`config.mk`:
```
export PLATFORM = sky130hd
export DESIGN_NAME = cam_pixel_packer
export DESIGN_NICKNAME = d
export VERILOG_FILES = /design/src/rtl/cam_pixel_packer.sv
export SDC_FILE = /design/constraint.sdc
export NUM_CORES = 1
export LEC_CHECK = 0
export ABC_AREA = 1
export ABC_CLOCK_PERIOD_IN_PS = 4830
export CAP_MARGIN = 5
export CORE_MARGIN = 4
export CORE_UTILIZATION = 45
export CTS_CLUSTER_SIZE = 30
export DETAILED_ROUTE_END_ITERATION = 8
export PLACE_DENSITY = 0.66
export SLEW_MARGIN = 10
export SYNTH_ARGS = -nofsm -noshare
export SYNTH_HDL_FRONTEND = slang
export SYNTH_SLANG_ARGS = --single-unit
export TNS_END_PERCENT = 100
```
`constraint.sdc`:
```
create_clock -name clk -period 4.83 [get_ports clk]
set_clock_uncertainty 0.15 [all_clocks]
set_input_delay 0.483 -clock clk [delete_from_list [all_inputs] [get_ports clk]]
set_output_delay 0.483 -clock clk [all_outputs]
set_load 0.02 [all_outputs]
```
`src/rtl/cam_pixel_packer.sv`:
```
// Camera capture stage: samples sync/pixel inputs in the pixel clock domain,
// packs four 8-bit pixels per 32-bit word into a small output FIFO with
// sof/eol markers, and tracks line/frame geometry errors.
//
// state  | meaning
// IDLE   | waiting for a vsync rise with enable=1
// FRAME  | inside an active frame, horizontal blanking
// LINE   | inside an active line, sampling pixels
`timescale 1ns/1ps
module cam_pixel_packer #(
   parameter int COLS    = 64,
   parameter int ROWS    = 8,
   parameter int PIX_DIV = 2,
   parameter int DEPTH   = 4
) (
   input  logic        clk,
   input  logic        reset,
   input  logic        enable,
   input  logic        hsync,
   input  logic        vsync,
   input  logic [7:0]  pixels,
   output logic [31:0] out_data,
   output logic        out_valid,
   input  logic        out_ready,
   output logic        out_sof,
   output logic        out_eol,
   output logic [15:0] frame_cnt,
   output logic [11:0] line_cnt,
   output logic        line_err,
   output logic        ovf,
   input  logic        clr_err
);

   localparam int PW = (PIX_DIV > 1) ? $clog2(PIX_DIV) : 1;
   localparam int AW = $clog2(DEPTH);
   localparam logic [PW-1:0] PH_LAST  = PW'(PIX_DIV - 1);
   localparam logic [PW-1:0] PH_FIRST = (PIX_DIV > 1) ? PW'(1) : '0;

   typedef enum logic [1:0] {S_IDLE, S_FRAME, S_LINE} state_t;

   state_t         state;
   logic           h_q, v_q;
   logic [PW-1:0]  phase;
   logic [15:0]    pix_cnt;
   logic [31:0]    word_buf;
   logic           sof_pend;
   logic           stg_valid, stg_sof, stg_eol;
   logic [31:0]    stg_data;

   logic           h_rise, h_fall, v_rise, v_fall;
   logic           sample, line_end, frame_end;
   logic [1:0]     lane;
   logic [11:0]    lines_done;
   logic           len_bad, cnt_bad;

   logic [33:0]    fifo_mem [DEPTH];
   logic [AW-1:0]  wr_ptr, rd_ptr;
   logic [AW:0]    count;
   logic           full, pop, do_push, drop;

   assign h_rise = hsync & ~h_q;
   assign h_fall = ~hsync & h_q;
   assign v_rise = vsync & ~v_q;
   assign v_fall = ~vsync & v_q;
   assign lane   = pix_cnt[1:0];

   // The first pixel of a line is taken on the hsync rise cycle itself (phase 0).
   assign sample    = vsync & hsync &
                      (((state == S_LINE) && (phase == '0)) || ((state == S_FRAME) && h_rise));
   assign line_end  = (state == S_LINE) && (v_fall || h_fall);
   assign frame_end = (state != S_IDLE) && v_fall;

   // Geometry checks evaluated on the cycle a line or frame closes.
   always_comb begin
      lines_done = line_cnt + ((state == S_LINE) ? 12'd1 : 12'd0);
      len_bad    = line_end && (pix_cnt != 16'(COLS));
      cnt_bad    = frame_end && (lines_done != 12'(ROWS));
   end

   // Sync edge registers, capture FSM, pixel packer and line/frame counters.
   always_ff @(posedge clk) begin
      if (reset) begin
         state     <= S_IDLE;
         // Preset high so a sync already high at reset release is not seen as a rise.
         h_q       <= 1'b1;
         v_q       <= 1'b1;
         phase     <= '0;
         pix_cnt   <= '0;
         word_buf  <= '0;
         sof_pend  <= 1'b0;
         stg_valid <= 1'b0;
         stg_sof   <= 1'b0;
         stg_eol   <= 1'b0;
         stg_data  <= '0;
         line_cnt  <= '0;
         frame_cnt <= '0;
      end else begin
         h_q       <= hsync;
         v_q       <= vsync;
         stg_valid <= 1'b0;
         stg_sof   <= 1'b0;
         stg_eol   <= 1'b0;

         if (sample) begin
            word_buf[{lane, 3'b000} +: 8] <= pixels;
            pix_cnt <= pix_cnt + 16'd1;
            if (lane == 2'd3) begin
               stg_valid <= 1'b1;
               stg_data  <= {pixels, word_buf[23:0]};
               stg_eol   <= (pix_cnt == 16'(COLS - 1));
               stg_sof   <= sof_pend;
               sof_pend  <= 1'b0;
               word_buf  <= '0;
            end
         end

         case (state)
            S_IDLE: begin
               if (v_rise && enable) begin
                  state    <= S_FRAME;
                  sof_pend <= 1'b1;
                  line_cnt <= '0;
                  pix_cnt  <= '0;
                  word_buf <= '0;
               end
            end
            S_FRAME: begin
               if (v_fall) begin
                  state     <= S_IDLE;
                  frame_cnt <= frame_cnt + 16'd1;
                  line_cnt  <= '0;
               end else if (h_rise) begin
                  state <= S_LINE;
                  phase <= PH_FIRST;
               end
            end
            S_LINE: begin
               if (v_fall || h_fall) begin
                  // Unused upper lanes of word_buf are already zero.
                  if (lane != 2'd0) begin
                     stg_valid <= 1'b1;
                     stg_data  <= word_buf;
                     stg_eol   <= 1'b1;
                     stg_sof   <= sof_pend;
                     sof_pend  <= 1'b0;
                  end
                  pix_cnt  <= '0;
                  word_buf <= '0;
                  if (v_fall) begin
                     state     <= S_IDLE;
                     frame_cnt <= frame_cnt + 16'd1;
                     line_cnt  <= '0;
                  end else begin
                     state    <= S_FRAME;
                     line_cnt <= line_cnt + 12'd1;
                  end
               end else begin
                  phase <= (phase == PH_LAST) ? '0 : phase + PW'(1);
               end
            end
            default: state <= S_IDLE;
         endcase
      end
   end

   assign full    = (count == (AW+1)'(DEPTH));
   assign pop     = (count != '0) && out_ready;
   assign do_push = stg_valid && (!full || pop);
   assign drop    = stg_valid && full && !pop;

   // Output FIFO; a push into a full FIFO is accepted only when the head pops that cycle.
   always_ff @(posedge clk) begin
      if (reset) begin
         wr_ptr <= '0;
         rd_ptr <= '0;
         count  <= '0;
         for (int i = 0; i < DEPTH; i++) fifo_mem[i] <= '0;
      end else begin
         if (do_push) begin
            fifo_mem[wr_ptr] <= {stg_sof, stg_eol, stg_data};
            wr_ptr <= wr_ptr + AW'(1);
         end
         if (pop) rd_ptr <= rd_ptr + AW'(1);
         if (do_push && !pop)      count <= count + (AW+1)'(1);
         else if (!do_push && pop) count <= count - (AW+1)'(1);
      end
   end

   assign out_valid = (count != '0);
   assign {out_sof, out_eol, out_data} = fifo_mem[rd_ptr];

   // Sticky error flags; a set event in the same cycle as clr_err wins.
   always_ff @(posedge clk) begin
      if (reset) begin
         line_err <= 1'b0;
         ovf      <= 1'b0;
      end else begin
         if (clr_err) begin
            line_err <= 1'b0;
            ovf      <= 1'b0;
         end
         if (len_bad || cnt_bad) line_err <= 1'b1;
         if (drop)               ovf      <= 1'b1;
      end
   end

endmodule

```
Word-level counts from Yosys, hierarchy flattened
Memories as Yosys holds them, arrays and structs flattened. A register that Yosys moved wholly into a read port is not among the register bits.
Cells that the tools add are included.
Word-level totals
  register bits after elaboration: 126
  bits in latches: 0
  bits in writable memories: 136
  memory bits (read-only): 0
  bits of input ports: 15
  output and inout port bits: 65
  word-level logic and storage cells: 161
  memories: 1
Memories
  fifo_mem: words 4, width 34, read ports 1, clocked after memory_dff 1, wr ports 4, RTL line 56  | logic [33:0] fifo_mem [DEPTH];
Cells by class
  add/sub/neg operators: 10
  multipliers: 0
  div/mod/pow operators: 0
  order comparisons: 0
  equal/unequal tests: 14
  shift-type cells: 2
  multiplexer cells: 71
  bitwise logic cells: 11
  reduce and logical (&&, ||, !) cells: 34
Operators by type and width (count)
  two-way mux 32 bit: 9
  two-way mux 16 bit: 5
  case mux 16 bit (2 select lines): 2
  case mux 32 bit (2 select lines): 1
  two-way mux 12 bit: 4
  case mux 12 bit (3 select lines): 1
  two-way mux 1 bit: 35
  two-way mux 34 bit: 1
  OR reduction 34 bit: 1
  adder 16 x 1 -> 16 bit (second input constant): 2
  bitwise mux 32 bit: 1
  variable shift 8 x 7 -> 32 bit (first input constant): 1
  variable part select 8 x 7 -> 32 bit: 1
  equality test 16 x 6 -> 1 bit (second input constant): 1
  inequality test 16 x 7 -> 1 bit (second input constant): 1
  two-way mux 2 bit: 7
  logical AND 1 bit: 13
  adder 12 x 1 -> 12 bit: 1
  adder 12 x 1 -> 12 bit (second input constant): 1
  inequality test 12 x 4 -> 1 bit (second input constant): 1
  nonzero test 2 bit: 6
  inequality test 2 bit (second input constant): 5
  AND reduction 4 bit: 2
  negation 5 -> 7 bit: 1
  20 further kinds: 39

Logic depth before layout (Yosys ltp)
Gate-level depths: netlist of run 1.
  depth in word-level cells: 9
  depth in mapped cells: 15
  gate-level depth less buffers: 15

Least setup slack after synthesis of run 1
Ideal clock, no wire load.
  path type: input -> register
  from: input out_ready
  to: memory fifo_mem[3][0] (enable)
  library setup time: 477 ps
  data arrival time: 3273 ps
  required time: 4203 ps
  path slack: 930 ps
  cell stages on the path: 4
  path buffers: 0
  path through: inv_1 -> nand3_1 -> nand2_1 -> o31ai_1
RTL lines
  start, declared: RTL line 24  | input logic out_ready,
  end, declared: RTL line 56

==> metrics.md, run 1 <==
| Metric | Value |
|---|---|
| Final setup TNS | 0 ns |
| Clk root buf | clkbuf_16 |
| WS Path Type | reg2out |
| Setup violators final | 0 |
| Asr flop ratio synth | 0% |
| EDFF count, synth | 136 |
| Post-Syn Area | 0.0118 sq mm |
| DIE WIDTH | around 170 microns |
| Drt pass-1 iters | 5 |
| Via density | between 5 and 6 |
| Post-synth top area cell | edfxtp_1 |
| Post-synthesis sequential area ratio | 56.1% |
| Starting Density | 45.6% |
| RSZ-0062 raised after global routing | false |
| Inst Count DP | 1725 |
| WP data arrival | 2.83 ns |
| Power Density | 403 mW/mm^2 |
| Synthesized Nets | 1383 |
| Final period util | 71.6% |
| Overflow after GRT | 0 |
| Area grow syn2layout | 16.0% |
| Reg clk slew, reported paths | 0.06 ns |
| Post-CTS Setup Inserts | 0 |
| CTS tree | done |
| Top FF cell, synth | edfxtp_1 |
| Max IR drop VDD | 0.278 mV |
| Core Area | 0.0260 sq mm |
| Antenna violations before repair | 0 |
| Worst hold path type | reg2reg |
| Leakage power total | 4.97 nW |
| Relative slew slack | approximately a quarter |
| Largest net degree at the start of global routing | 69 |
| Min Tclk post-route | 3.46 ns |
| Ys Warns | 0 |
| Routed Antenna Nets | 0 |
| Startpoint types | flip-flop |
| Top-Level Pins | 80 |
| HPWL Detailed | 17300 microns |
| Vias | 9029 |
| Final Slew Violations | 0 |
| Fmax | 289 MHz |
| Die Area | between 0.02 and 0.03 sq mm |
| Vias in the first global route | between 8000 and 9000 |
| GP Congestion | 0.854 |
| CTS sink count | 264 |
| H-tree depth | 1 |
| CP endpoint kind | output port |
| Clock Path Buffers | 3 |
| Top cells by area, synth | edfxtp_1 34%, dfxtp_1 22%, nor2_1 9.4% |
| Inserted Clock Buffers | 27 |
| Num rows | 59 |
| Share of layout cells above drive strength 1 | 8.34% |
| R2R Path Start | pix_cnt[0] |
| Status | completed |
| Nets | 1446 |
| Syn Inst Count | around 1400 |
| Hold Path Origin | word_buf[16] |
| Final WL | 26700 microns |
| Power consumption | around 5.5 mW |
| Drt initial violations | approximately 660 |
| Yosys top cell area share | between 30% and 40% |
| Hold WS | 0.307 ns |
| Maxcap violations | 0 |
| First-pass GRT wire length | around 43000 microns |
| Distinct cells, synth | 41 |
| Syn Area/Cell | 8.74 sq um |
| Die height | 170 microns |
| Slew @ Worst Pin | 1.10 ns |
| Number of buffers added on ports | 79 |
| Drt drc | 0 |
| Cells resized by post-CTS repair | 0 |
| Worst-Skew Late Latency | 0.53 ns |
| Non-filler instance count after layout | 1774 |
| CP max FO | 34 |
| Antenna Cells | 0 |
| GRT Total Usage | 18.2% |
| Required @ worst endpoint | 4.20 ns |
| #FFs+latches synth | 264 |
| Final hold viol count | 0 |
| Drt wl/cell | 15.0 microns |
| Cts hold-fix bufs | 0 |
-- registers in the layout, summed over array words and instances (netlist names), 2 cells and up, named ones only --
signal / cells
line_cnt: 12
count: 3
fifo_mem: 136
frame_cnt: 16
stg_data: 32
state: 2
word_buf: 32
rd_ptr: 2
pix_cnt: 16
wr_ptr: 2
-- per-stage QoR --
step	instance area (sq um)	util, %	worst slack, ns
2_1_floorplan	11800	-	0.930
3_3_place_gp	12900	49.6	1.58
3_5_place_dp	12900	49.6	1.57
4_1_cts	13700	52.9	1.23
5_1_grt	13700	52.9	1.09
6_report	13700	52.9	1.37
-- logic make-up (layout without fill, tap and decap cells) --
family | Yosys count | in the layout | share of synthesized area (%)
compound gates | 291 | 291 | 14.6
xor+xnor | 8 | 8 | 0.591
simple gates | 521 | 521 | 18.4
buf+inv | 260 | 343 | 9.01
flops | 264 | 264 | 56.1
fa+ha+maj | 12 | 12 | 1.33
-- worst paths after layout --
| kind | end | slack, ns | depth (start not counted) |
|---|---|---|---|
| max | out_data[16] | 1.37 | 4 |
| min | stg_data[16] | 0.31 | 2 |
| max reg2reg | word_buf[18] | 2.17 | 6 |
| min reg2reg | stg_data[16] | 0.31 | 2 |
-- layer usage --
layer	up-vias	share of wire, %	track usage [%]
met4	0	1.3	3.61
met2	208	48	30.5
li1	4595	-	-
met5	-	0	0
met1	4195	46	25.8
met3	31	5.0	2.04
-- worst max-delay path: stages (launching register included) --
cell and delay, ns:
dfxtp_1 0.33, inv_1 0.79, o21ai_0 0.25, o22ai_1 0.27
clkdlybuf4s50_1 0.66
-- report_power, final --
group,switching (mW),leakage [nW],internal (mW)
clock,0.851,0.420,1.18
combinational,0.651,2.12,0.404
sequential,0.0304,2.44,2.41
total,1.53,4.97,4.00
-- synth_stat cells, types with 6 or more instances --
library cell  instances
xor2_1                8
nand2_2               7
a211oi_1             20
nand4_1              11
dfxtp_1             128
nand2_1             129
a211oi_2             19
o22ai_1              34
nor3_1               16
buf_6                 8
inv_2                 6
o21ai_0             112
clkbuf_1             33
nor2_2                9
o21ai_1              14
a21oi_1              80
edfxtp_1            136
inv_1               191
nor2_1              297
ha_1                 11
buf_2                14
nand3_1              38
-- cells in the final DEF (no fill, tap or decap), drive strengths merged --
cell type	count
a211oi	39
a21oi	80
a31oi	4
buf	12
bufinv	2
clkbuf	34
clkdlybuf4s50	79
clkinv	8
clkinvlp	6
dfxtp	128
edfxtp	136
fa	1
ha	11
inv	202
nand2	141
nand3	40
nand3b	1
nand4	11
nor2	309
nor3	16
nor3b	1
nor4	1
o211a	1
o21a	1
o21ai	129
o22a	1
o22ai	34
o31ai	2
or2	1
xor2	8
-- layout make-up --
| cell class | count | area, sq um |
|---|---|---|
| Clock inverter | 15 | 136 |
| Multi-Input combinational cell | 832 | 4160 |
| Timing Repair Buffer | 91 | 881 |
| Fill cell | 2415 | 12200 |
| Sequential cell | 264 | 6650 |
| Tap cell | 335 | 419 |
| Inverter | 203 | 772 |
| Clock buffer | 34 | 736 |
No activity file was read; power rests on OpenSTA's default activity.
==> run 2, diff against run 1 <==
--- a/config.mk
+++ b/config.mk
@@ -6,13 +6,13 @@
 export NUM_CORES = 1
 export LEC_CHECK = 0
 export ABC_AREA = 1
-export ABC_CLOCK_PERIOD_IN_PS = 4830
+export ABC_CLOCK_PERIOD_IN_PS = 2810
 export CAP_MARGIN = 5
 export CORE_MARGIN = 4
 export CORE_UTILIZATION = 45
 export CTS_CLUSTER_SIZE = 30
 export DETAILED_ROUTE_END_ITERATION = 8
-export PLACE_DENSITY = 0.66
+export PLACE_DENSITY = 0.68
 export SLEW_MARGIN = 10
 export SYNTH_ARGS = -nofsm -noshare
 export SYNTH_HDL_FRONTEND = slang
==> constraint.sdc (replaced) <==
create_clock -name clk -period 2.81 [get_ports clk]
set_clock_uncertainty 0.15 [all_clocks]
set_input_delay 0.281 -clock clk [delete_from_list [all_inputs] [get_ports clk]]
set_output_delay 0.281 -clock clk [all_outputs]
set_load 0.02 [all_outputs]
==> run 2 against run 1 <==
Against the previous run: critical endpoint is now out_data[20]; cell count is 0.62% higher; global-route usage is 0.20 points higher; total power increased by 75%; combinational power up 80%; routed wire length rose by 0.63%; non-clock buffer count grew 12; critical path type unchanged; clock power rose by 76%; worst hold slack worse by 0.022 ns; cell area grew 1.5%; via count grew 1.1%; flip-flop and latch count stayed put.
==> metrics.md, run 2 (same netlist as run 1, synthesis figures left out) <==
| Metric | Value |
|---|---|
| Num rows | 59 (unchanged) |
| Share of layout cells above drive strength 1 | 8.62% (+0.28 points) |
| GRT Total Usage | 18.4% (+0.20 points) |
| HPWL Detailed | 17600 microns (+1.8%) |
| R2R Setup Slk | 0.58 ns (-1.59 ns) |
| R2R Path Start | count[0] |
| Inst Count DP | 1737 (+0.70%) |
| Die height | 170 microns (unchanged) |
| Antenna Cells | 0 (unchanged) |
| Min setup slack post-route | 0.0608 ns (-1.31 ns) |
| Finished Cell Area | 0.0139 sq mm (+1.5%) |
| Final core utilization | 53.7% (+0.78 points) |
| Required @ worst endpoint | 2.38 ns (-1.82 ns) |
| Power consumption | 9.69 mW (+75%) |
| GP Congestion | 0.878 (+2.9%) |
| CP max FO | 68 (+100%) |
| Min Tclk post-route | 2.75 ns |
| Clock Path Buffers | 3 (unchanged) |
| Hold Path Origin | vsync |
| WP data arrival | 2.32 ns (-0.51 ns) |
| Commonest non-fill, non-tap cell in the layout | nor2_1 |
| Leakage power total | 5.07 nW (+2.0%) |
| Hold WS | 0.285 ns (-0.0219 ns) |
| Met2 WL | 12900 microns (+0.88%) |
| First-pass GRT wire length | 44000 microns (+1.4%) |
| R2r endpoint | count[1] |
| Top flop regs | fifo_mem: 136 flops, stg_data: 32 flops, word_buf: 32 flops |
| Core Area | 0.0260 sq mm (unchanged) |
| Peak per-stage delay on the critical path | 0.68 ns (-0.11 ns) |
| CTS tree | done |
| Vias | 9124 (+1.1%) |
| CTS sink count | 264 (unchanged) |
| WHS Endpoint | v_q |
| Worst r2r path cells | 9 (+3) |
| Nets | 1457 (+0.76%) |
| Slowest cell on crit path | clkdlybuf4s50_1 |
| Most frequent cells in the layout | 297 x nor2_1, 191 x inv_1, 136 x edfxtp_1 |
| Inserted Clock Buffers | 26 (-3.7%) |
| Overflow after GRT | 0 (unchanged) |
| Highest routed layer | met4 |
| Post-CTS Setup Inserts | 0 (unchanged) |
| Drt pass-1 iters | 5 (unchanged) |
| Relative slew slack | 58.3% (+32 points) |
| WS Path Type | reg2out |
| Power Density | 695 mW/mm^2 (+73%) |
| Via density | 5.11 (+0.43%) |
| Max IR drop VDD | 0.497 mV (+79%) |
| Reg clk slew, reported paths | 0.06 ns (about the same) |
| Maxcap violations | 0 (unchanged) |
| Final setup TNS | 0 ns (unchanged) |
| Critical path, cell by cell | inv_1, buf_12, o21ai_0, o22ai_1, clkdlybuf4s50_1 |
| Worst hold path type | in2reg |
| Drt wl/cell | 15.0 microns (about the same) |
| DIE WIDTH | 170 microns (unchanged) |
| Met1 WL | 12300 microns (+0.62%) |
| Non-filler instance count after layout | 1785 (+0.62%) |
| Cts hold-fix bufs | 0 (unchanged) |
| H-tree depth | 1 (unchanged) |
| Setup violators final | 0 (unchanged) |
| RSZ-0062 raised after global routing | false |
| Final period util | between 90% and 100% |
| Met3 WL | 1280 microns (-3.8%) |
| Hold Path Stages | 3 (+1) |
| Post-DP Area | 0.0131 sq mm (+1.4%) |
| CP endpoint kind | output port |
| Routed Antenna Nets | 0 (unchanged) |
| Top-Level Pins | 80 (unchanged) |
| Slew @ Worst Pin | 0.624 ns (-0.475 ns) |
| Drt drc | 0 (unchanged) |
| Final hold viol count | 0 (unchanged) |
| Final Slew Violations | 0 (unchanged) |
| Number of buffers added on ports | 79 (unchanged) |
| Die Area | 0.0290 sq mm (unchanged) |
| Area grow syn2layout | 17.7% |
| Fmax | 364 MHz |
| Top reg by flops | fifo_mem |
| Worst path buffer plus inverter count | 3 (+1) |
| Cells resized by post-CTS repair | 1 (+1) |
| Final WL | 26900 microns (+0.63%) |
| Clk root buf | clkbuf_16 |
| Startpoint types | flip-flop |
| Starting Density | 45.6% (unchanged) |
| Max reg flops | 136 (unchanged) |
| Worst-Skew Late Latency | 0.54 ns (about the same) |
| Antenna violations before repair | 0 (unchanged) |
| Drt initial violations | 660 (+0.15%) |
| DP Worst Slack | 0.339 ns (-1.23 ns) |
| CP top delay family | buffers and inverters |
| Status | completed |
| Vias in the first global route | 8681 (+1.9%) |
| Largest net degree at the start of global routing | 69 (unchanged) |
-- run 2: layout make-up --
cell class | instances | area, sq um
inverter | 203 | 772
multi-input combinational | 832 | 4160
clock buffer | 41 | 768
sequential | 264 | 6650
fill | 2388 | 12000
timing repair buffer | 103 | 1060
tap | 335 | 419
clock inverter | 7 | 126
-- run 2: worst min-delay path, cell delays in order --
cell and delay, ns:
clkdlybuf4s50_1 0.47, inv_2 0.10, nand2_1 0.05
-- run 2: routing by layer --
| layer | global-route usage, % | up-vias |
|---|---|---|
| met1 | 25.5 | 4282 |
| met5 | 0 | - |
| met4 | 3.82 | 0 |
| met3 | 2.39 | 37 |
| li1 | - | 4612 |
| met2 | 31.2 | 193 |
-- run 2: report_power, final --
group	switching, mW	total [mW]	internal (mW)
clock	1.44	3.60	2.16
sequential	0.0579	4.21	4.15
combinational	1.14	1.89	0.747
-- run 2: how the worst max path moves through the flow --
stage	from	end	cells after the start
2_1_floorplan	wr_ptr[0]	fifo_mem[1][0]	4
6_report	flip-flop	out_data[20]	5
5_1_grt	flip-flop	out_data[24]	5
3_3_place_gp	out_ready	count[2]	13
4_1_cts	flip-flop	out_data[20]	4
3_5_place_dp	out_ready	count[2]	13
==> run 3, diff against run 2 <==
--- a/config.mk
+++ b/config.mk
@@ -8,13 +8,14 @@
 export ABC_AREA = 1
 export ABC_CLOCK_PERIOD_IN_PS = 2810
 export CAP_MARGIN = 5
+export CELL_PAD_IN_SITES_DETAIL_PLACEMENT = 1
+export CELL_PAD_IN_SITES_GLOBAL_PLACEMENT = 2
 export CORE_MARGIN = 4
-export CORE_UTILIZATION = 45
+export CORE_UTILIZATION = 33
 export CTS_CLUSTER_SIZE = 30
 export DETAILED_ROUTE_END_ITERATION = 8
-export PLACE_DENSITY = 0.68
+export PLACE_DENSITY = 0.78
 export SLEW_MARGIN = 10
 export SYNTH_ARGS = -nofsm -noshare
 export SYNTH_HDL_FRONTEND = slang
 export SYNTH_SLANG_ARGS = --single-unit
-export TNS_END_PERCENT = 100
==> run 3 against run 2 <==
Against the previous run: die area increased by 35%; count of clock-buffer cells in the layout increased by 4; flip-flop and latch count unchanged; critical path depth unchanged; setup slack improved by 0.044 ns; combinational power about the same; first-iteration DRC count decreased by 43%; sequential share of layout area decreased by 1.1 points; total power increased by 2.5%; clock power increased by 6.4%; routed wire length increased by 19%.
==> metrics.md, run 3 (same netlist as run 1, synthesis figures left out) <==
| Metric | Value |
|---|---|
| Status | completed |
| Startpoint types | flip-flop |
| Vias in the first global route | 9719 (+12%) |
| Sw Pwr | 2.82 mW (+7.1%) |
| CTS sink count | 264 (unchanged) |
| R2R Path Start | state[1] |
| Area grow syn2layout | 20.5% |
| Antenna Cells | 0 (unchanged) |
| Drt wl/cell | 16.6 microns (+10%) |
| Clk root buf | clkbuf_16 |
| R2R Setup Slk | 0.57 ns (about the same) |
| Critical path, cell by cell | inv_1, buf_12, o21ai_0, o22ai_1, clkdlybuf4s50_1 |
| DIE WIDTH | 197 microns (+16%) |
| CTS tree | done |
| Min Tclk post-route | 2.71 ns (-0.0436 ns) |
| Final Slew Violations | 0 (unchanged) |
| HPWL Detailed | 21400 microns (+22%) |
| Num rows | 69 (+17%) |
| Core Area | 0.0355 sq mm (+37%) |
| H-tree depth | 1 (unchanged) |
| Share of layout cells above drive strength 1 | 9.30% (+0.68 points) |
| CP max FO | 68 (unchanged) |
| Pint | 7.11 mW (+0.83%) |
| Slew @ Worst Pin | 0.589 ns (-0.0347 ns) |
| Reg clk slew, reported paths | 0.06 ns (about the same) |
| Slowest cell on crit path | clkdlybuf4s50_1 |
| Number of buffers added on ports | 79 (unchanged) |
| Final hold viol count | 0 (unchanged) |
| Non-filler instance count after layout | 1923 (+7.7%) |
| Relative slew slack | 60.6% (+2.3 points) |
| WS Path Type | reg2out |
| Most used routing layer in global routing | met2 |
| GRT Total Usage | 16.4% (-2.0 points) |
| Setup violators final | 0 (unchanged) |
| Final period util | 96.3% (-1.6 points) |
| Worst path buffer plus inverter count | 3 (unchanged) |
| GR Layer Usage met1 | 22.3% (-3.1 points) |
| CP endpoint kind | output port |
| Routed Antenna Nets | 0 (unchanged) |
| Max reg flops | 136 (unchanged) |
| Maxcap violations | 0 (unchanged) |
| CP Depth | 5 (unchanged) |
| Finished Cell Area | 0.0143 sq mm (+2.3%) |
| Starting Density | 33.4% (-12 points) |
| Sw Share | 28.4% (+1.2 points) |
| Overflow after GRT | 0 (unchanged) |
| Most frequent cells in the layout | 297 x nor2_1, 191 x inv_1, 136 x edfxtp_1 |
| Drt drc | 0 (unchanged) |
| Max IR drop VDD | 0.468 mV (-5.8%) |
| Flop pwr share | 42.4% (-1.0 points) |
| RSZ-0062 raised after global routing | false |
| R2r endpoint | line_err |
| Nets | 1465 (+0.55%) |
| Power Density | 696 mW/mm^2 (+0.19%) |
| Fmax | 370 MHz (+1.6%) |
| CP top delay family | buffers and inverters |
| Top flop regs | fifo_mem: 136 flops, stg_data: 32 flops, word_buf: 32 flops |
| Die height | 197 microns (+16%) |
| Inserted Clock Buffers | 30 (+15%) |
| Vias | 9306 (+2.0%) |
| Via density | 4.84 (-5.3%) |
| Drt pass-1 iters | 4 (-1) |
| Worst r2r path cells | 13 (+4) |
| Inst Count DP | 1867 (+7.5%) |
| Leakage power total | 5.32 nW (+4.8%) |
| Comb pwr share | 19.1% (-0.4 points) |
| Clock Power Share | 38.6% (+1.5 points) |
| Antenna violations before repair | 0 (unchanged) |
| Commonest non-fill, non-tap cell in the layout | nor2_1 |
| Met2 Usage GRT | 28.0% (-3.2 points) |
| Worst hold path type | in2reg |
| Die Area | 0.0390 sq mm (+35%) |
| Worst-Skew Late Latency | 0.56 ns (+0.02 ns) |
| Required @ worst endpoint | 2.38 ns (about the same) |
| Drt initial violations | 378 (-43%) |
| Final WL | 31900 microns (+19%) |
| Peak per-stage delay on the critical path | 0.64 ns (-0.04 ns) |
| Met3 Usage GRT | 2.34% (-0.056 points) |
| Top-Level Pins | 80 (unchanged) |
| Top reg by flops | fifo_mem |
| Cts hold-fix bufs | 0 (unchanged) |
| First-pass GRT wire length | 52000 microns (+18%) |
| GP Congestion | 0.801 (-8.8%) |
| End of the critical path | out_data[7] |
| Largest net degree at the start of global routing | 69 (unchanged) |
| Post-DP Area | 0.0133 sq mm (+1.5%) |
| Clock Path Buffers | 3 (unchanged) |
| WP data arrival | 2.27 ns (-0.05 ns) |
## run 3: worst min-delay path, delay by kind of cell
| kind | cells | cell delay (ns) |
|---|---|---|
| buffers and inverters | 2 | 0.57 |
| and+or+nand+nor | 1 | 0.06 |
## run 3: cell type report
cell class / count / area, sq um
Fill cell: 4175 / 21200
Inverter: 203 / 772
Clock buffer: 45 / 867
Tap cell: 461 / 577
Clock inverter: 11 / 115
Multi-Input combinational cell: 832 / 4160
Timing Repair Buffer: 107 / 1140
Sequential cell: 264 / 6650
## run 3: worst min path at each step
stage	start	endpoint	slack (ns)	cells after the start
global route	clr_err	ovf	0.27	4
global placement	word_buf[18]	word_buf[18]	0.30	2
detailed placement	word_buf[11]	word_buf[11]	0.30	2
CTS	vsync	v_q	0.22	3
finish	vsync	v_q	0.25	3
floorplan	vsync	v_q	0.23	2
## run 3: power groups by stage
stage                     Combinational (mW)  Clock [mW]  Sequential [mW]
after global placement                  1.92           0             4.28
final                                   1.90        3.83             4.21
after CTS                               1.96        3.94             4.21
after global routing                    2.08        4.11             4.22
after floorplan                         1.08           0             4.28
after detailed placement                1.95           0             4.29
## run 3: per-layer routing
| metal | wire length [microns] | vias up | share of wire, % |
|---|---|---|---|
| met4 | 498 | 0 | 1.6 |
| li1 | - | 4629 | - |
| met1 | 15200 | 4515 | 48 |
| met3 | 1150 | 30 | 3.6 |
| met5 | 0 | - | 0 |
| met2 | 15100 | 132 | 47 |
## run 3: through the flow
stage | power (mW) | setup slack (ns) | TNS, ns | hold slack (ns) | utilization [%]
6_report | 9.93 | 0.104 | 0 | 0.248 | 40.2
2_1_floorplan | 5.35 | -0.0566 | -1.92 | 0.228 | -
5_1_grt | 10.4 | 0.00186 | 0 | 0.266 | 40.2
3_3_place_gp | 6.21 | 0.453 | 0 | 0.302 | 37.4
4_1_cts | 10.1 | 0.000726 | 0 | 0.223 | 40.1
3_5_place_dp | 6.25 | 0.355 | 0 | 0.301 | 37.4
## run 3: timing repair
action	in CTS	in global routing
endpoints found under the hold margin	0	0
setup endpoints to repair	1	17
resized for setup	1	16
buffers inserted	0	0
